===== config.mk =====
export PLATFORM = sky130hd
export DESIGN_NAME = bus_cycle_seq_flat
export DESIGN_NICKNAME = d
export VERILOG_FILES = /design/src/rtl/bus_cycle_pkg.sv /design/src/rtl/bus_cycle_seq_if.sv /design/src/rtl/bus_state_ticker.sv /design/src/rtl/bus_cycle_seq.sv /design/src/flat_wrapper.sv
export SDC_FILE = /design/constraint.sdc
export NUM_CORES = 1
export LEC_CHECK = 0
export ABC_AREA = 1
export CELL_PAD_IN_SITES_DETAIL_PLACEMENT = 1
export CELL_PAD_IN_SITES_GLOBAL_PLACEMENT = 2
export CORE_MARGIN = 2
export CORE_UTILIZATION = 25
export CTS_CLUSTER_SIZE = 10
export DETAILED_ROUTE_END_ITERATION = 7
export PLACE_DENSITY = 0.82
export SYNTH_ARGS = -nofsm -noshare
export SYNTH_HDL_FRONTEND = slang
export SYNTH_SLANG_ARGS = --single-unit

===== constraint.sdc =====
create_clock -name clk -period 1.5 [get_ports clk]
set_input_delay 0.3 -clock clk [delete_from_list [all_inputs] [get_ports clk]]
set_output_delay 0.3 -clock clk [all_outputs]
set_load 0.05 [all_outputs]

===== src/rtl/bus_cycle_pkg.sv =====
`default_nettype none
// +----------------------------------------------------------------------+
// | bus_cycle_pkg : S-state encodings and bus strobe slot masks           |
// | Rev 1.0                                                               |
// +----------------------------------------------------------------------+
package bus_cycle_pkg;

  localparam int N_STATES = 6;

  typedef logic [N_STATES-1:0] state_t;

  localparam int S1_IDX = 0;
  localparam int S2_IDX = 1;
  localparam int S3_IDX = 2;
  localparam int S4_IDX = 3;
  localparam int S5_IDX = 4;
  localparam int S6_IDX = 5;

  localparam state_t S1 = 6'b000001;
  localparam state_t S2 = 6'b000010;
  localparam state_t S3 = 6'b000100;
  localparam state_t S4 = 6'b001000;
  localparam state_t S5 = 6'b010000;
  localparam state_t S6 = 6'b100000;

  localparam state_t ALE_SLOTS  = S1 | S4;
  localparam state_t PSEN_A     = S2 | S3;
  localparam state_t PSEN_B     = S5 | S6;
  // PSEN falls on the last tick of the lead state and stays low for the body state
  localparam state_t PSEN_LEAD  = S2 | S5;
  localparam state_t PSEN_BODY  = S3 | S6;
  localparam state_t XBUS_SLOTS = S1 | S2 | S3;

  function automatic state_t next_state(input state_t s);
    return {s[N_STATES-2:0], s[N_STATES-1]};
  endfunction

endpackage
`default_nettype wire


===== src/rtl/bus_cycle_seq_if.sv =====
`default_nettype none
// +----------------------------------------------------------------------+
// | bus_cycle_seq_if : CU decode inputs, bus strobes and cycle status     |
// | Rev 1.0                                                               |
// +----------------------------------------------------------------------+
interface bus_cycle_seq_if
  import bus_cycle_pkg::*;
#(
  parameter int CYC_W = 2
) ();

  logic [CYC_W-1:0] cyc_len;
  logic             xdata;
  logic             xwr;
  logic             ready;
  state_t           s_state;
  logic             phase;
  logic [CYC_W-1:0] cyc_left;
  logic             op_valid;
  logic             instr_end;
  logic             ale;
  logic             psen_n;
  logic             rd_n;
  logic             wr_n;
  logic             wait_active;
  logic             wait_timeout;

  modport master (
    input  cyc_len, xdata, xwr, ready,
    output s_state, phase, cyc_left, op_valid, instr_end,
    output ale, psen_n, rd_n, wr_n, wait_active, wait_timeout
  );

  modport slave (
    output cyc_len, xdata, xwr, ready,
    input  s_state, phase, cyc_left, op_valid, instr_end,
    input  ale, psen_n, rd_n, wr_n, wait_active, wait_timeout
  );

endinterface
`default_nettype wire


===== src/rtl/bus_state_ticker.sv =====
`default_nettype none
// +----------------------------------------------------------------------+
// | bus_state_ticker : tick counter, one-hot S-state and READY wait hold  |
// | Optional macro BUS_WAIT_EN enables the wait hold.   Rev 1.0           |
// +----------------------------------------------------------------------+
module bus_state_ticker
  import bus_cycle_pkg::*;
#(
  parameter int PH_PER_S = 2,
  parameter int WAIT_MAX = 7
) (
  input  logic   clk,
  input  logic   reset,
  input  logic   ready,
  input  logic   bus_active,
  output state_t state,
  output logic   phase,
  output logic   tick_zero,
  output state_t state_nxt,
  output logic   last_nxt,
  output logic   hold,
  output logic   wrap,
  output logic   wait_active,
  output logic   wait_timeout
);

  localparam int TICK_W = $clog2(PH_PER_S);
  localparam logic [TICK_W-1:0] TICK_LAST = TICK_W'(PH_PER_S - 1);

  logic              run;
  logic [TICK_W-1:0] tick;
  logic [TICK_W-1:0] tick_nxt;
  logic              last;

  assign last      = (tick == TICK_LAST);
  assign tick_zero = (tick == '0);

`ifdef BUS_WAIT_EN
  localparam int WCNT_W = $clog2(WAIT_MAX + 1);

  logic [WCNT_W-1:0] wait_cnt;
  logic              stall;
  logic              timeout;

  assign stall   = run && state[S3_IDX] && last && bus_active && !ready;
  assign hold    = stall && (wait_cnt < WCNT_W'(WAIT_MAX));
  assign timeout = stall && !hold;

  always_ff @(posedge clk) begin
    if (reset) begin
      wait_cnt     <= '0;
      wait_active  <= 1'b0;
      wait_timeout <= 1'b0;
    end else begin
      wait_active  <= hold;
      wait_timeout <= timeout;
      if (hold)
        wait_cnt <= wait_cnt + 1'b1;
      else if (state_nxt[S4_IDX] && !state[S4_IDX])
        wait_cnt <= '0;
    end
  end
`else
  logic unused_wait;
  assign unused_wait  = ^{ready, bus_active, 1'(WAIT_MAX)};
  assign hold         = 1'b0;
  assign wait_active  = 1'b0;
  assign wait_timeout = 1'b0;
`endif

  always_comb begin
    tick_nxt  = tick;
    state_nxt = state;
    if (run && !hold) begin
      if (last) begin
        tick_nxt  = '0;
        state_nxt = next_state(state);
      end else begin
        tick_nxt = tick + 1'b1;
      end
    end
  end

  assign last_nxt = (tick_nxt == TICK_LAST);
  assign wrap     = run && !hold && last && state[S6_IDX];

  // The first clock out of reset holds S1 tick 0 so the registered strobes can catch up
  always_ff @(posedge clk) begin
    if (reset) begin
      run   <= 1'b0;
      tick  <= '0;
      state <= S1;
      phase <= 1'b0;
    end else begin
      run   <= 1'b1;
      tick  <= tick_nxt;
      state <= state_nxt;
      phase <= last_nxt;
    end
  end

endmodule
`default_nettype wire


===== src/rtl/bus_cycle_seq.sv =====
`default_nettype none
// +----------------------------------------------------------------------+
// | bus_cycle_seq : MCU51 machine-cycle sequencer and bus strobe driver   |
// | Optional macro BUS_WAIT_EN enables READY wait states.   Rev 1.0       |
// +----------------------------------------------------------------------+
module bus_cycle_seq
  import bus_cycle_pkg::*;
#(
  parameter int PH_PER_S = 2,
  parameter int CYC_W    = 2,
  parameter int WAIT_MAX = 7
) (
  input  logic            clk,
  input  logic            reset,
  bus_cycle_seq_if.master bus
);

  state_t           state;
  state_t           state_nxt;
  logic             phase;
  logic             tick_zero;
  logic             last_nxt;
  logic             hold;
  logic             wrap;
  logic             bus_active;

  logic [CYC_W-1:0] cyc_left;
  logic [CYC_W-1:0] cyc_left_nxt;
  logic             first;
  logic             first_nxt;
  logic             xcyc;
  logic             xcyc_nxt;
  logic             xd;
  logic             xw;
  logic             sample;

  logic             ale_r;
  logic             psen_n_r;
  logic             rd_n_r;
  logic             wr_n_r;
  logic             op_valid_r;
  logic             instr_end_r;

  logic             ale_nxt;
  logic             fetch_nxt;
  logic             psen_lo_nxt;
  logic             rd_lo_nxt;
  logic             wr_lo_nxt;

  assign bus_active = !psen_n_r || !rd_n_r || !wr_n_r;

  bus_state_ticker #(
    .PH_PER_S (PH_PER_S),
    .WAIT_MAX (WAIT_MAX)
  ) u_ticker (
    .clk          (clk),
    .reset        (reset),
    .ready        (bus.ready),
    .bus_active   (bus_active),
    .state        (state),
    .phase        (phase),
    .tick_zero    (tick_zero),
    .state_nxt    (state_nxt),
    .last_nxt     (last_nxt),
    .hold         (hold),
    .wrap         (wrap),
    .wait_active  (bus.wait_active),
    .wait_timeout (bus.wait_timeout)
  );

  assign sample = first && state[S4_IDX] && tick_zero;

  // xcyc marks the data-transfer machine cycle that follows the MOVX opcode fetch
  always_comb begin
    cyc_left_nxt = cyc_left;
    first_nxt    = first;
    xcyc_nxt     = xcyc;
    if (sample) begin
      cyc_left_nxt = (bus.xdata && bus.cyc_len == '0) ? CYC_W'(1) : bus.cyc_len;
    end else if (wrap) begin
      xcyc_nxt = first && xd && (cyc_left != '0);
      if (cyc_left != '0) begin
        cyc_left_nxt = cyc_left - 1'b1;
        first_nxt    = 1'b0;
      end else begin
        first_nxt    = 1'b1;
      end
    end
  end

  // Strobes are computed from the next state so they register in step with it
  assign ale_nxt     = (|(state_nxt & ALE_SLOTS)) && !(xcyc_nxt && state_nxt[S1_IDX]);
  assign fetch_nxt   = (|(state_nxt & PSEN_BODY)) || ((|(state_nxt & PSEN_LEAD)) && last_nxt);
  assign psen_lo_nxt = fetch_nxt
                       && !(xcyc_nxt && (|(state_nxt & PSEN_A)))
                       && !(first_nxt && xd && (|(state_nxt & PSEN_B)));
  assign rd_lo_nxt   = xcyc_nxt && !xw && (|(state_nxt & XBUS_SLOTS));
  assign wr_lo_nxt   = xcyc_nxt &&  xw && (|(state_nxt & XBUS_SLOTS));

  always_ff @(posedge clk) begin
    if (reset) begin
      cyc_left    <= '0;
      first       <= 1'b1;
      xcyc        <= 1'b0;
      xd          <= 1'b0;
      xw          <= 1'b0;
      ale_r       <= 1'b0;
      psen_n_r    <= 1'b1;
      rd_n_r      <= 1'b1;
      wr_n_r      <= 1'b1;
      op_valid_r  <= 1'b0;
      instr_end_r <= 1'b0;
    end else begin
      cyc_left    <= cyc_left_nxt;
      first       <= first_nxt;
      xcyc        <= xcyc_nxt;
      if (sample) begin
        xd <= bus.xdata;
        xw <= bus.xwr;
      end
      ale_r       <= ale_nxt;
      psen_n_r    <= !psen_lo_nxt;
      rd_n_r      <= !rd_lo_nxt;
      wr_n_r      <= !wr_lo_nxt;
      op_valid_r  <= state_nxt[S3_IDX] && last_nxt && first_nxt && !hold;
      instr_end_r <= state_nxt[S6_IDX] && last_nxt && (cyc_left_nxt == '0);
    end
  end

  assign bus.s_state   = state;
  assign bus.phase     = phase;
  assign bus.cyc_left  = cyc_left;
  assign bus.op_valid  = op_valid_r;
  assign bus.instr_end = instr_end_r;
  assign bus.ale       = ale_r;
  assign bus.psen_n    = psen_n_r;
  assign bus.rd_n      = rd_n_r;
  assign bus.wr_n      = wr_n_r;

endmodule
`default_nettype wire


===== src/flat_wrapper.sv =====
// flat-port wrapper written by rule: the top's interface ports become plain ports
module bus_cycle_seq_flat import bus_cycle_pkg::*;
#(
  parameter int PH_PER_S = 2,
  parameter int CYC_W    = 2,
  parameter int WAIT_MAX = 7
)
  (clk, reset, bus_cyc_len, bus_xdata, bus_xwr, bus_ready, bus_s_state, bus_phase, bus_cyc_left, bus_op_valid, bus_instr_end, bus_ale, bus_psen_n, bus_rd_n, bus_wr_n, bus_wait_active, bus_wait_timeout);
  bus_cycle_seq_if #(.CYC_W(CYC_W)) bus_i ();
  input  logic clk;
  input  logic reset;
  input wire logic [$bits(bus_i.cyc_len)-1:0] bus_cyc_len;
  input wire logic [$bits(bus_i.xdata)-1:0] bus_xdata;
  input wire logic [$bits(bus_i.xwr)-1:0] bus_xwr;
  input wire logic [$bits(bus_i.ready)-1:0] bus_ready;
  output wire logic [$bits(bus_i.s_state)-1:0] bus_s_state;
  output wire logic [$bits(bus_i.phase)-1:0] bus_phase;
  output wire logic [$bits(bus_i.cyc_left)-1:0] bus_cyc_left;
  output wire logic [$bits(bus_i.op_valid)-1:0] bus_op_valid;
  output wire logic [$bits(bus_i.instr_end)-1:0] bus_instr_end;
  output wire logic [$bits(bus_i.ale)-1:0] bus_ale;
  output wire logic [$bits(bus_i.psen_n)-1:0] bus_psen_n;
  output wire logic [$bits(bus_i.rd_n)-1:0] bus_rd_n;
  output wire logic [$bits(bus_i.wr_n)-1:0] bus_wr_n;
  output wire logic [$bits(bus_i.wait_active)-1:0] bus_wait_active;
  output wire logic [$bits(bus_i.wait_timeout)-1:0] bus_wait_timeout;
  assign bus_i.cyc_len = bus_cyc_len;
  assign bus_i.xdata = bus_xdata;
  assign bus_i.xwr = bus_xwr;
  assign bus_i.ready = bus_ready;
  assign bus_s_state = bus_i.s_state;
  assign bus_phase = bus_i.phase;
  assign bus_cyc_left = bus_i.cyc_left;
  assign bus_op_valid = bus_i.op_valid;
  assign bus_instr_end = bus_i.instr_end;
  assign bus_ale = bus_i.ale;
  assign bus_psen_n = bus_i.psen_n;
  assign bus_rd_n = bus_i.rd_n;
  assign bus_wr_n = bus_i.wr_n;
  assign bus_wait_active = bus_i.wait_active;
  assign bus_wait_timeout = bus_i.wait_timeout;
  bus_cycle_seq #(.PH_PER_S(PH_PER_S), .CYC_W(CYC_W), .WAIT_MAX(WAIT_MAX)) u_core (.clk(clk), .reset(reset), .bus(bus_i));
endmodule

Yosys cells after proc, flatten, opt, wreduce, memory -nomap -nowiden. Cells that the tools add are included.

Flip-flop bits (word level): 20. Bits of input ports: 7. Output and inout bits: 17. Logic and storage cells: 71.

$add $sub $neg: 2. Muxes and demuxes: 14. Bitwise operators: 1. Reduce and logical (&&, ||, !) cells: 40.

Operators by type and width (number): 1-bit logical AND (23); 6-bit 2-to-1 mux (2); 2-bit OR reduction (5); 1-bit 2-to-1 mux (8); 2-bit 2-to-1 mux (4); 1-bit zero test (7); 2-bit zero test (2); 3-bit OR reduction (1); 2-bit nonzero test (1); 2-bit by 1-bit subtractor with 2-bit output (second input constant) (1); 1-bit adder (second input constant) (1); 1-bit logical OR (1); 1-bit NOT (1).

Depth between registers and ports, before layout.
Depth after elaboration: 9. Depth in mapped cells: 9. Mapped depth without buffers: 9.

Modules after synthesis. A second synthesis with hierarchy kept.

Cell total of the unflattened synthesis: 127. Area total of the unflattened synthesis: 899.6 sq um.

Modules (own cells, without submodules): bus_cycle_seq (times used 1, cells each 71, area an instance 526.8 sq um, sequential area each 240.2 sq um); bus_state_ticker (times used 1, cells each 56, area an instance 372.9 sq um, sequential area each 160.2 sq um).

Worst setup path before layout. OpenSTA, ideal clock, no wires.

Path kind: reg-to-reg. From: reg u_core.u_ticker.tick (netlist: u_core.u_ticker.last). To: reg u_core.instr_end_r (netlist: u_core.bus.instr_end). Setup time: 0.111 ns. Arrival time: 1.539 ns. Required time: 1.389 ns. Slack: -0.149 ns. Cell stages (with the launch flop): 9. Path buffers: 0. Period minus slack after synthesis: 1.649 ns. Cell sequence: dfxtp_1 -> ha_1 -> nand2_1 -> inv_2 -> nand2_1 -> o21ai_0 -> nand2_1 -> nand2_1 -> nor2_1.

Cells in the longest elaborated chain, start to end: 6. Elaborated cells on any way between the ends: 14. Classes of those cells: 1 x add/sub; 6 x mux; 1 x bitwise; 6 x reduce/logical.

RTL lines: start: declaration (RTL line bus_state_ticker.sv:31) `logic [TICK_W-1:0] tick;`; start signal: assignment (RTL line bus_state_ticker.sv:96) `tick <= tick_nxt;`; 1-bit logical AND (2 in a row) (RTL line bus_state_ticker.sv:85) `assign wrap = run && !hold && last && state[S6_IDX];`; 2-bit 2-to-1 mux (RTL line bus_cycle_seq.sv:80) `end else if (wrap) begin`; 2-bit 2-to-1 mux (RTL line bus_cycle_seq.sv:78) `if (sample) begin`; 2-bit zero test (RTL line bus_cycle_seq.sv:126) `instr_end_r <= state_nxt[S6_IDX] && last_nxt && (cyc_left_nxt == '0);`; 1-bit logical AND * (RTL line bus_cycle_seq.sv:126); end signal: assignment (RTL line bus_cycle_seq.sv:126); end: declaration (RTL line bus_cycle_seq.sv:42) `logic instr_end_r;`.

Mark *: on every way between the ends. The rest lies on a longest branch, timed or not. A chain may end at the register's enable or synchronous reset.

Worst setup path after layout.
From: reg u_core.u_ticker.tick (netlist: u_core.u_ticker.last). To: reg u_core.rd_n_r (netlist: u_core.bus.rd_n).

Cells in the longest elaborated chain, start to end: 7. Elaborated cells on any way between the ends: 12. Classes of those cells: 4 x mux; 1 x bitwise; 7 x reduce/logical.

RTL lines: 1-bit logical AND (2 in a row) (RTL line bus_state_ticker.sv:85); 1-bit 2-to-1 mux (RTL line bus_cycle_seq.sv:80); 1-bit 2-to-1 mux (RTL line bus_cycle_seq.sv:78); 1-bit logical AND (RTL line bus_cycle_seq.sv:97) `assign rd_lo_nxt = xcyc_nxt && !xw && (|(state_nxt & XBUS_SLOTS));`; 1-bit logical AND * (RTL line bus_cycle_seq.sv:97); 1-bit zero test * (RTL line bus_cycle_seq.sv:123) `rd_n_r <= !rd_lo_nxt;`; end signal: assignment (RTL line bus_cycle_seq.sv:123); end: declaration (RTL line bus_cycle_seq.sv:39) `logic rd_n_r;`.

Marked as above.

==> metrics.txt <==
clock buffer depth 2; Max Cap Viol 0; Port Buffers 20; clk_lat worst skew 0.31 ns; clk_skew 0.006941 ns; Hold Path Origin u_core.xw$_SDFFE_PP0P_; WP data arrival 1.52 ns; minimum clock period 1.318 ns; register area share after synthesis 45.39%; power per cell area 977.7 nW/um2; Placeable Area 3363 um2; post-synth top area cell dfxtp_1; Mean Syn Cell Area 7.290 um2; Starting Density 26.23%; Final Util 39.58%; RSZ-0062 raised after global routing no; max reg flops 6; Slew Limit Fails 0; Post-CTS Hold Fix Bufs 0; Hold Path Depth 1; reg-to-reg critical path endpoint u_core.bus.rd_n$_SDFF_PP1_; Req. time, crit path 1.70 ns; CTS root buffer clkbuf_4; run status finished clean; vias post-DR 810; Die Height 63.40 um; crit path max-delay cell type dfxtp_2; Final Routed Wirelength 2008 um; Total GRT Usage 11.37%; clock slew at reported path FFs 0.11 ns; largest net degree at the start of global routing 13; CP Capture Type register; Reg2Reg Depth 8; top-level I/O count 24; largest cells by area after synthesis dfxtp_1 (45%), nand2_1 (12%), inv_1 (8.5%); CP peak stage delay 0.41 ns; DR vias/cell 4.219; Final setup viols 0; H-Tree Depth 1; initial antenna violation count 0; grt met3 use 2.679%; most common cell after layout, fill and taps aside nand2_1; most frequent cells in the layout nand2_1 (29), inv_1 (20), dfxtp_1 (19), buf_12 (15), nand3_1 (11); DR DRC count 0; final cycle utilization of the critical path 87.84%; Post-Synthesis Cells 121; highest clock rate 759.0 MHz; vias in the first global route 849; antenna diode count 0; Yosys warning count 0; clk sinks 20; Final Power 1.302 mW; worst hold endpoint u_core.bus.wr_n$_SDFF_PP1_; setup TNS 0 ns; first-pass GRT wire length 3574 um; worst vdd ir 0.3911 mV; Area Growth Syn to Fin 50.92%; post-synthesis cell area 882.1 um2; GRT busiest layer met2; M2 GR Usage 19.87%; CP Launch Type register; TritonCTS Buffers 3; Fin. Hold Viols 0; Initial DRC Count 14; Distinct cells, synth 24; CTS tree yes; Row Count 21; CP dominant cell by count nand2_1; fraction of layout instances using a drive strength above 1 24.66%; critical path cell sequence ha_1, nand2_1, inv_2, nand2_1, nand2_1, nand2_1, nor2_2, nand3_1; static leakage 0.6170 nW; quantity of gates resized following cts 0; die width 63.40 um; DPL Wire Length 1682 um; area share of the largest cell type after synthesis 45.39%; wire per inst 10.46 um; routing usage on met1 13.14%; remaining global-route overflow 0; Antenna Nets Post-Route 0; worst hold-check path type reg -> reg; Largest Register u_core.u_ticker.state; routability cong. 0.8004; full die area 4020 um2; flops & latches, synth 20; Regs by FF count u_core.u_ticker.state x6, u_core.bus.cyc_left x2; Worst Path Max Fanout 5; start of the worst register-to-register path u_core.u_ticker.last$_SDFF_PP0_; Nets 155; Detailed Routing Iterations Pass 1 3; Post-CTS Setup Inserts 0; R2R Setup Slk 0.18 ns; critical path class reg -> reg
[routing by layer]
| metal | part of all wire (%) | vias to the layer above |
|---|---|---|
| li1 | - | 418 |
| met1 | 45 | 369 |
| met2 | 49 | 18 |
| met3 | 4.5 | 5 |
| met4 | 2.0 | 0 |
| met5 | 0 | - |
[power by group]
part	switching, mW	internal (mW)
clock network	0.164	0.148
registers	0.0370	0.566
logic	0.219	0.167
total	0.420	0.881
[critical path, delay by kind of cell (launching register included)]
kind	cells	cell delay, ns
fa+ha+maj	1	0.16
buf+inv	1	0.11
flops	1	0.41
simple gates	6	0.55
[through the flow]
step	area, um2	worst slack, ns	hold slack, ns	cells
6_report	1331	0.1824	0.4185	192
5_1_grt	1331	0.04466	0.4542	192
4_1_cts	1331	0.1573	0.4229	192
3_5_place_dp	1295	0.02132	0.3938	188
3_3_place_gp	1295	0.07151	0.3927	188
2_1_floorplan	887.1	0.06453	0.3758	122
[cell usage after synthesis]
master    number
nor2_1         9
o21ai_1        2
o21ai_2        1
a31oi_2        1
nand3_2        1
nand3_1       11
ha_1           1
nand2_2        5
nand4_1        2
nor2_2         2
buf_4          2
inv_2          1
a21oi_2        1
and2_1         1
or2_1          1
clkbuf_1       1
a21oi_1        4
conb_1         1
nor3_1         1
buf_6          1
inv_1         20
dfxtp_1       20
nand2_1       29
o21ai_0        3
[final cells by class]
class                           instances  area (um2)
Tap cell                               46       57.56
Sequential cell                        20       401.6
Multi-Input combinational cell         77       376.6
Inverter                               21       78.83
Timing Repair Buffer                   24       380.4
Clock buffer                            4       36.28
Fill cell                             422        2032
[how the worst max path moves through the flow]
stage / startpoint / end / slack [ns] / cells past startpoint
floorplan: u_core.u_ticker.state[5]$_SDFF_PP0_ / u_core.bus.instr_end$_SDFF_PP0_ / 0.06 / 7
global placement: reset / u_core.xw$_SDFFE_PP0P_ / 0.07 / 4
detailed placement: reset / u_core.xw$_SDFFE_PP0P_ / 0.02 / 4
CTS: u_core.u_ticker.last$_SDFF_PP0_ / u_core.bus.wr_n$_SDFF_PP1_ / 0.16 / 8
global route: u_core.u_ticker.state[3]$_SDFF_PP0_ / u_core.bus.rd_n$_SDFF_PP1_ / 0.04 / 5
finish: u_core.u_ticker.last$_SDFF_PP0_ / u_core.bus.rd_n$_SDFF_PP1_ / 0.18 / 8
[cell families after synthesis]
family,count (synthesis),synth area share [%]
AND/OR/NAND/NOR,62,31.91
adder cells (fa/ha/maj),1,1.418
other,1,0.4251
buffers and inverters,25,12.34
flip-flops,20,45.39
AO/OA/AOI/OAI,12,8.510
Power figures use the tool's default switching activity.
